--- src/rtl/kairo_dbg_regacc.sv ---
// Debug register-access engine: one command at a time into the core register file while halted.
// Optional auto-increment addressing is enabled with KAIRO_DBG_REGACC_AUTOINC_EN.
module kairo_dbg_regacc #(
    parameter int RD_LAT = 1
) (
    input  logic        CLK,
    input  logic        RST_N,
    input  logic        CORE_HALTED,
    input  logic        CMD_VALID,
    output logic        CMD_READY,
    input  logic        CMD_WR,
    input  logic [4:0]  CMD_ADDR,
    input  logic [31:0] CMD_WDATA,
`ifdef KAIRO_DBG_REGACC_AUTOINC_EN
    input  logic        CMD_INC,
`endif
    output logic        RSP_VALID,
    input  logic        RSP_READY,
    output logic [31:0] RSP_RDATA,
    output logic        RSP_ERR,
    output logic        AR_EN,
    output logic        AR_WR,
    output logic [4:0]  AR_AD,
    output logic [31:0] AR_DI,
    input  logic [31:0] AR_DO,
    output logic        BUSY
);

    typedef enum logic [1:0] {IDLE, ACC, WAIT, RESP} state_t;

    localparam logic [1:0] WAIT_INIT = (RD_LAT > 1) ? 2'(RD_LAT - 2) : 2'd0;

    state_t      state_q, state_d;
    logic        wr_q;
    logic        err_q;
    logic [4:0]  addr_q;
    logic [31:0] wdata_q;
    logic [31:0] rdata_q;
    logic [1:0]  cnt_q;
    logic        accept;
    logic        capture;
    logic        done;
    logic [4:0]  eff_addr;

`ifdef KAIRO_DBG_REGACC_AUTOINC_EN
    logic [4:0] ptr_q;

    assign eff_addr = CMD_INC ? ptr_q : CMD_ADDR;

    // Pointer advances only on successful completions so a rejected command can be retried.
    always_ff @(posedge CLK or negedge RST_N) begin
        if (!RST_N) begin
            ptr_q <= 5'd0;
        end else if (accept && !CMD_INC) begin
            ptr_q <= CMD_ADDR;
        end else if (done && !err_q) begin
            ptr_q <= ptr_q + 5'd1;
        end
    end
`else
    assign eff_addr = CMD_ADDR;
`endif

    always_ff @(posedge CLK or negedge RST_N) begin
        if (!RST_N) begin
            state_q <= IDLE;
        end else begin
            state_q <= state_d;
        end
    end

    // Access-port outputs are decoded from state so reset removes AR_EN without waiting for a clock.
    always_comb begin
        state_d   = state_q;
        CMD_READY = 1'b0;
        RSP_VALID = 1'b0;
        AR_EN     = 1'b0;
        AR_WR     = 1'b0;
        AR_AD     = 5'd0;
        AR_DI     = 32'd0;
        accept    = 1'b0;
        capture   = 1'b0;
        done      = 1'b0;
        case (state_q)
            IDLE: begin
                CMD_READY = 1'b1;
                if (CMD_VALID) begin
                    accept  = 1'b1;
                    state_d = CORE_HALTED ? ACC : RESP;
                end
            end
            ACC: begin
                AR_EN = 1'b1;
                AR_WR = wr_q;
                AR_AD = addr_q;
                AR_DI = wr_q ? wdata_q : 32'd0;
                if (wr_q) begin
                    state_d = RESP;
                end else if (RD_LAT == 1) begin
                    capture = 1'b1;
                    state_d = RESP;
                end else begin
                    state_d = WAIT;
                end
            end
            WAIT: begin
                AR_EN = 1'b1;
                AR_AD = addr_q;
                if (cnt_q == 2'd0) begin
                    capture = 1'b1;
                    state_d = RESP;
                end
            end
            RESP: begin
                RSP_VALID = 1'b1;
                if (RSP_READY) begin
                    done    = 1'b1;
                    state_d = IDLE;
                end
            end
            default: state_d = IDLE;
        endcase
    end

    // x0 is masked here because the register file only masks it on the core-side port.
    always_ff @(posedge CLK or negedge RST_N) begin
        if (!RST_N) begin
            wr_q    <= 1'b0;
            err_q   <= 1'b0;
            addr_q  <= 5'd0;
            wdata_q <= 32'd0;
            rdata_q <= 32'd0;
            cnt_q   <= 2'd0;
        end else begin
            if (accept) begin
                wr_q    <= CMD_WR;
                err_q   <= !CORE_HALTED;
                addr_q  <= eff_addr;
                wdata_q <= CMD_WDATA;
                rdata_q <= 32'd0;
                cnt_q   <= WAIT_INIT;
            end
            if (state_q == WAIT && cnt_q != 2'd0) begin
                cnt_q <= cnt_q - 2'd1;
            end
            if (capture) begin
                rdata_q <= (addr_q == 5'd0) ? 32'd0 : AR_DO;
            end
        end
    end

    assign RSP_RDATA = rdata_q;
    assign RSP_ERR   = err_q;
    assign BUSY      = (state_q != IDLE);

endmodule

--- config.mk ---
export PLATFORM = sky130hd
export DESIGN_NAME = kairo_dbg_regacc
export DESIGN_NICKNAME = d
export VERILOG_FILES = /design/src/rtl/kairo_dbg_regacc.sv
export SDC_FILE = /design/constraint.sdc
export NUM_CORES = 1
export LEC_CHECK = 0
export ABC_AREA = 1
export CAP_MARGIN = 20
export CELL_PAD_IN_SITES_DETAIL_PLACEMENT = 1
export CELL_PAD_IN_SITES_GLOBAL_PLACEMENT = 1
export CORE_UTILIZATION = 27
export CTS_CLUSTER_DIAMETER = 40
export DETAILED_ROUTE_END_ITERATION = 16
export PLACE_DENSITY_LB_ADDON = 0.1
export SLEW_MARGIN = 30
export SYNTH_ARGS = -nofsm -noshare
export SYNTH_HDL_FRONTEND = slang
export SYNTH_SLANG_ARGS = --single-unit
--- constraint.sdc ---
create_clock -name CLK -period 1.7 [get_ports CLK]
set_clock_uncertainty 0.2 [all_clocks]
set_input_delay 0.34 -clock CLK [delete_from_list [all_inputs] [get_ports CLK]]
set_output_delay 0.34 -clock CLK [all_outputs]
set_load 0.01 [all_outputs]
==> summary by stage, run 1 <==
Route
The final route contains ~3.3k vias. The first TritonRoute pass finished after 4 iterations. The number of violations reported at the end of detailed-routing iteration 0 is 80. After detailed routing, the average wire length per cell comes to between 15 and 20 um. The overall routed net length is 11900 um. Using the TritonRoute via totals, the vias-per-cell ratio works out to 4.46. The number of DRC violations after detailed routing is 0. The number of nets with antenna violations after detailed routing is 0.

Clocking
The clock-pin transition on the worst setup and hold timing paths is 0.06 ns. The later pin in the worst-skew pair is clocked with a latency of ~0.33 ns. The number of clock sinks is 75. The H-tree generated during clock tree synthesis spans 3 levels. The maximum buffer depth of the clock tree is 2. TritonCTS built the clock tree. The master cell of the clock root buffer is clkbuf_16. The number of clock buffers added by TritonCTS is 9.

Timing
Final hold analysis gives a worst-case slack of between 0.2 and 0.3 ns. The slew at the pin closest to its max-slew limit is approximately 0.41 ns. The worst setup slack after layout is -0.305 ns. The count of endpoints failing hold in the final timing report is 0. The final critical path time including I/O delays and setup is about 2.0 ns. The max-slew violation count is 0. After layout, the worst path uses 118% of the clock period. The relative max-transition margin is 72.8%. The top achievable clock speed is 499 MHz. Setup repair after global routing could not meet its margin everywhere. Summed over all failing endpoints, the final setup total negative slack is -16.44 ns.

The total of endpoints with negative setup slack in the final report is 90.

Global route
The total global-route track usage is 18.1%. The first global-routing pass estimated roughly 18000 um of wire. The maximum number of pins on one net before global-route repair is 41.

The number of global-route vias before repair is 3430. The total overflow left after global routing is 0. The number of antenna violations at the first check in global routing is 0.

Placed design
The placed instances occupy a cell area of 5180 um2. The detailed placement HPWL is 7250 um. Buffers placed on the I/O ports in this run total ~150. The routability-driven placement congestion ratio is approximately 0.74.

Finish
Leaving out fill and tap cells, the most frequent cell in the layout is dfrtp_1. The final design instance area without fill is 6260 um2. The library cells used most frequently in the layout, excluding fill and tap cells, are 74 x dfrtp_1, 73 x clkdlybuf4s50_1, 60 x nand3_1, 48 x nand2_1, 46 x inv_1. Of the cells placed in the final design, the portion with a size suffix greater than 1 is 32.5%.

The final layout contains about 650 nets. The final antenna diode count is 0. The area growth from synthesis to layout is 86.9%. The utilization after layout is 51.9%.

Pwr
Registers are responsible for 25.0% of the overall power. The peak ir drop on the vdd network is 0.616 mV. The portion of total power attributed to combinational logic is 58.3%. In this run the power density over the cells is 1820 nW/um2. Net switching is 38.6% of the power.

The clock network is responsible for ~17% of the overall power. The internal power of the cells totals 6.99 mW. The power spent charging and discharging nets is 4.39 mW. In this run the static leakage power is 3.15 nW.

Run status
The final reports fail on setup timing. The run finished, with violations left.

Die
The die is 113 um wide. The count of pins on the block boundary is 150. The region available for standard cell placement spans 12100 um2. In this run the core area contains 40 standard-cell rows. The die area is 12900 um2. Once the floorplan was initialized, standard cells occupied 27.8% of the core. The floorplan die height is approximately 110 um.

Logic synthesis
For this run, the register share of the synthesized area comes to a little under three fifths. Each instance of the synthesized netlist takes up on average about 8.7 um2. The synthesized netlist occupies a cell area of 3350 um2. The number of instances in the synthesized netlist is roughly 390. The distinct cell type count of the synthesized netlist is 17. The warning count from the yosys run is 0.

Synthesis produced a netlist with a net count of roughly 470. Synthesis inferred 75 register bits.

Worst setup path
STA puts the critical path data required time at around 1.2 ns. Along the worst path, the maximum fanout reaches 7. The kind of start point of the critical path is a register. The category of the most critical setup path is register to output port. The worst path arrival time is around 1.5 ns.

STA classifies the critical path endpoint as an output port.

Hold path
The type of the worst min-delay path is input pin to async pin.

Flow run
Across the run, the number of max-cap violations was 0.
## power groups by stage
| stage | sequential (mW) | clock, mW | combinational [mW] |
|---|---|---|---|
| 2_1_floorplan | 2.93 | 0 | 2.40 |
| 6_report | 2.84 | 1.90 | 6.63 |
| 3_5_place_dp | 2.86 | 0 | 5.11 |
| 5_1_grt | 2.93 | 2.03 | 7.18 |
| 3_3_place_gp | 2.82 | 0 | 5.00 |
| 4_1_cts | 2.85 | 1.96 | 5.51 |
## path summary, 6_finish.rpt
kind	startpoint	to	slack, ns	depth (start not counted)
worst max-delay path	state_q[1]$_DFFE_PN0P_	AR_DI[25]	-0.30	6
worst min-delay path	RST_N	wdata_q[14]$_DFFE_PN0P_	0.26	2
worst max register to register	state_q[1]$_DFFE_PN0P_	RSP_RDATA[12]$_DFFE_PN0P_	-0.26	10
worst min register to register	RSP_ERR$_DFFE_PN0P_	RSP_ERR$_DFFE_PN0P_	0.29	2
max in group asynchronous	RST_N	wdata_q[11]$_DFFE_PN0P_	0.51	3
min in group CLK	RSP_ERR$_DFFE_PN0P_	RSP_ERR$_DFFE_PN0P_	0.29	2
## layer usage
metal  up-vias  wire length [um]  track usage [%]
li1       1580                 -                -
met4         0               116             6.32
met1      1613              5090             22.7
met5         -                 0                0
met3         9               645             4.36
met2        98              6050             30.6
## what timing repair did
| item | CTS | global route |
|---|---|---|
| hold buffers | 1 | 0 |
| gates cloned | 5 | 5 |
| buffers inserted | 11 | 5 |
| pin swaps | 2 | 13 |
| setup endpoints to repair | 146 | 107 |
| endpoints found under the hold margin | 18 | 0 |
| resized for setup | 258 | 98 |
## worst max-delay path, stage by stage (launching register included)
cell	delay [ns]
dfrtp_1	0.38
inv_2	0.08
ha_4	0.16
nand2_8	0.09
clkbuf_16	0.19
nor2_1	0.09
buf_2	0.14
## synthesized netlist by cell type
cell      count  area share [%]
a21oi_1      33             4.9
a21oi_2       1            0.26
buf_1         2            0.22
buf_2        11             1.6
buf_4         1            0.22
buf_6         4             1.3
clkbuf_1      6            0.67
dfrtp_1      75              56
ha_1          7             2.6
inv_1        48             5.4
mux2_4        5             2.2
nand2_1      50             5.6
nand2_2       1            0.19
nand3_1      67              10
nand3b_1      1            0.22
nor2_1       67             7.5
o21ai_0       6            0.90
## per-stage QoR
step	setup slack, ns	power, mW	cells
final	-0.305	11.4	740
after global routing	-0.377	12.1	740
after CTS	-0.286	10.3	731
after detailed placement	-0.385	7.97	699
after global placement	-0.343	7.82	699
after floorplan	-0.00743	5.33	385
## flip-flops by register name, summed over array words and instances, names as in the netlist
register and count:
state_q 2, RSP_RDATA 32, cnt_q 2, addr_q 5, RSP_ERR 1, wdata_q 32
wr_q 1
## cells by family after synthesis
group | Yosys count | share of synthesized area [%]
and+or+nand+nor | 186 | 23.5
adders and majority gates | 7 | 2.61
DFF | 75 | 56.0
muxes | 5 | 2.24
buffers and inverters | 72 | 9.49
AOI/OAI and AO/OA | 40 | 6.09
## layout make-up
class,count,area (um2)
Timing Repair Buffer,195,2100
Multi-Input combinational cell,238,1600
Clock buffer,11,243
Clock inverter,5,52.6
Tap cell,168,210
Sequential cell,75,1880
Inverter,48,180
Fill cell,1350,5800
(Power assumes the default switching activity.)
==> run 2: changes to the inputs <==
Settings changed: CTS_CLUSTER_DIAMETER 40 to default, CTS_CLUSTER_SIZE from default to 25, SKIP_LAST_GASP from default to 1.
==> run 2 against run 1 <==
  * The flow still finishes with violations (setup timing)
  * Fmax shrank 0.24%
  * Design area fell by 0.64%
  * Hold slack barely moved
  * Clock power barely moved
  * Die area is the same
  * Register-to-register slack barely moved
  * Wire length down 0.96%
  * Critical path depth unchanged
  * Sequential power is essentially flat
  * Utilization fell by 0.33 points
  * Sequential cell count is the same
  * Largest cell class unchanged
==> summary by stage, run 2 (same netlist as run 1, synthesis figures left out) <==
Run status
The flow ran to the end, but the final reports show violations. The checks that failed: setup timing.

Route
The final layout contains routed wiring with a total length of 11800 um. The number of nets with antenna violations after detailed routing is 0. The first routing iteration left 60 violations. The detail-routed via count per cell is approximately 4.4. The detailed router placed 3277 vias in this run. After detailed routing, the number of remaining DRC violations is 0.

Before antenna repair, the detailed router went through 4 iterations. The post-detailed-route wirelength per cell is ~16 um.

Pwr
In this run, the combinational gates consume 58.0% of the power. The internal portion of the total power is 6.96 mW. The switching share of total power is 38.4%. Of the total power, registers draw 25.2%.

The leakage power of the design is 3.15 nW. The power density normalized to cell area is between 1500 and 2000 nW/um2. Across the VDD grid, the largest voltage drop is between 0.5 and 0.6 mV. The part of the power in the clock network is 16.9%. For this design the total switching power over the nets is 4.34 mW.

Worst setup path
STA classifies the critical path startpoint as a register. For the worst setup path, the data arrival time is approximately 1.5 ns. The largest individual stage delay along the critical path comes from the cell dfrtp_1.

The critical path crosses 6 cells after its start point. The combined buffer and inverter count along the critical path is 3. The worst endpoint required time is 1.16 ns.

The kind of end point of the critical path is an output port. The largest driver fanout on the critical path is 7. The cell family contributing the most delay on the critical path is buffers and inverters.

Counting cells, the worst reg-to-reg path comes to 10. The signal on the critical path passes through inv_2 > ha_4 > nand2_8 > clkbuf_16 > nor2_1 > buf_2. For this run, the slowest stage of the critical path takes ~0.38 ns. The category of the most critical setup path is register to output port.

Clocking
The clock latency reported for the late side of the worst-skew pair is roughly 0.33 ns. The clock tree synthesis step divided the H-tree into 3 levels. TritonCTS built the clock tree. In this run the clock root is driven by a clkbuf_16. The clock-pin transition on the worst setup and hold timing paths is 0.06 ns. The total CTS buffers is 9.

The maximum buffer depth of the clock tree is 2. The tree built by TritonCTS fans out to 75 sinks.

Timing
The max-slew violation count is 0. In the post-route analysis, the smallest setup slack over all paths is -0.309 ns. In the final timing run, aggregate negative setup slack is -16.71 ns. The final critical path time including I/O delays and setup is 2.01 ns. Setup repair after global routing could not meet its margin everywhere. On the final layout, the worst hold slack is 0.258 ns. The relative max-transition margin is about three quarters.

The period utilization is 118%. The count of endpoints failing hold in the final timing report was 0. The slew at the pin closest to its max-slew limit is 0.404 ns. Timing would allow up to 498 MHz. Setup violations remaining at the end of the flow were counted as 95.

Placed design
The number of buffers added on ports is 149. Including well taps, the total number of placed cells is 699. The placed instances occupy a cell area of 5180 um2. The routability-driven placement congestion ratio is approximately 0.74. Summed over all nets, the half-perimeter wirelength after detailed placement is 7250 um.

Finish
The post-layout net count is 649. In the final layout, the multi-input gates occupy 1570 um2. The final cell count without fillers is 740. The count of fill cells added during filler insertion is 1358.

The sequential cells in the finished layout cover a total of approximately 1900 um2. The final design instance area without fill is 6220 um2. The final antenna diode count is 0. The proportion of layout cells with a drive suffix above 1 is a little under a third. The commonest non-fill, non-tap cell in the layout is dfrtp_1. The area growth from synthesis to layout is 85.7%.

The library cells used most frequently in the layout, excluding fill and tap cells, are 74 x dfrtp_1, 73 x clkdlybuf4s50_1, 61 x nand3_1, 48 x nand2_1, 46 x inv_1.

Global route
Entering global routing, the biggest net connects 41 pins. The number of global-route vias before repair is 3436. The remaining global-route overflow is 0. The first global-routing pass estimated 18000 um of wire. The number of antenna violations at the first check in global routing is 0. Global routing used roughly 18% of the available tracks across all layers.

Die
The floorplan step set the die width to around 110 um. The die area is 12900 um2. The number of standard-cell rows in the floorplan is 40. The floorplan die height is 113 um. 150 I/O pins were placed. The initial core utilization is ~28%. The area inside the core boundary is 12100 um2.

Hold path
The path class of the tightest hold or removal check is input pin to async pin.

Flow run
The tool flagged a number of max-cap violations equal to 0.
## run 2: cell counts in the layout (fill, tap and decap cells not counted)
No cell type changed its count.
## run 2: final cells by class
cell class / count / area share [%]
timing repair buffer: 195 / 33.6
sequential: 75 / 30.2
multi-input combinational: 238 / 25.2
clock buffer: 11 / 3.90
tap: 168 / 3.38
inverter: 48 / 2.90
clock inverter: 5 / 0.845
## run 2: metrics by stage
step / util (%) / worst slack (ns) / total power [mW]
after floorplan: - / -0.00743 / 5.33
after global placement: 43.0 / -0.343 / 7.82
after detailed placement: 43.0 / -0.385 / 7.97
after CTS: 47.1 / -0.286 / 10.3
after global routing: 51.6 / -0.389 / 12.1
final: 51.6 / -0.309 / 11.3
## run 2: repair_timing
item                       CTS  global route
hold buffers                 1             0
setup buffers               11             5
hold endpoints to repair    18             0
gates resized for setup    255            89
setup endpoints to repair  146           107
pin swaps                    2            12
cloned                       5             5
## run 2: metal layers
metal / part of all wire [%] / GRT usage [%] / wire length, um / vias up
li1: - / - / - / 1579
met1: 43 / 22.7 / 5020 / 1593
met2: 51 / 30.7 / 6020 / 96
met3: 5.3 / 4.36 / 628 / 9
met4: 0.98 / 6.32 / 116 / 0
met5: 0 / 0 / 0 / -
## run 2: final timing paths
kind | start | to | slack [ns]
worst max-delay path | state_q[1]$_DFFE_PN0P_ | AR_DI[25] | -0.31
worst min-delay path | RST_N | wdata_q[14]$_DFFE_PN0P_ | 0.26
worst max register to register | state_q[1]$_DFFE_PN0P_ | RSP_RDATA[12]$_DFFE_PN0P_ | -0.26
worst min register to register | RSP_ERR$_DFFE_PN0P_ | RSP_ERR$_DFFE_PN0P_ | 0.29
max in group asynchronous | RST_N | wdata_q[12]$_DFFE_PN0P_ | 0.50
min in group CLK | RSP_ERR$_DFFE_PN0P_ | RSP_ERR$_DFFE_PN0P_ | 0.29
## run 2: power by group through the flow
stage	Clock (mW)	Combinational, mW	Sequential [mW]
floorplan	0	2.40	2.93
global placement	0	5.00	2.82
detailed placement	0	5.11	2.86
CTS	1.96	5.49	2.85
global route	2.03	7.11	2.93
finish	1.91	6.55	2.84
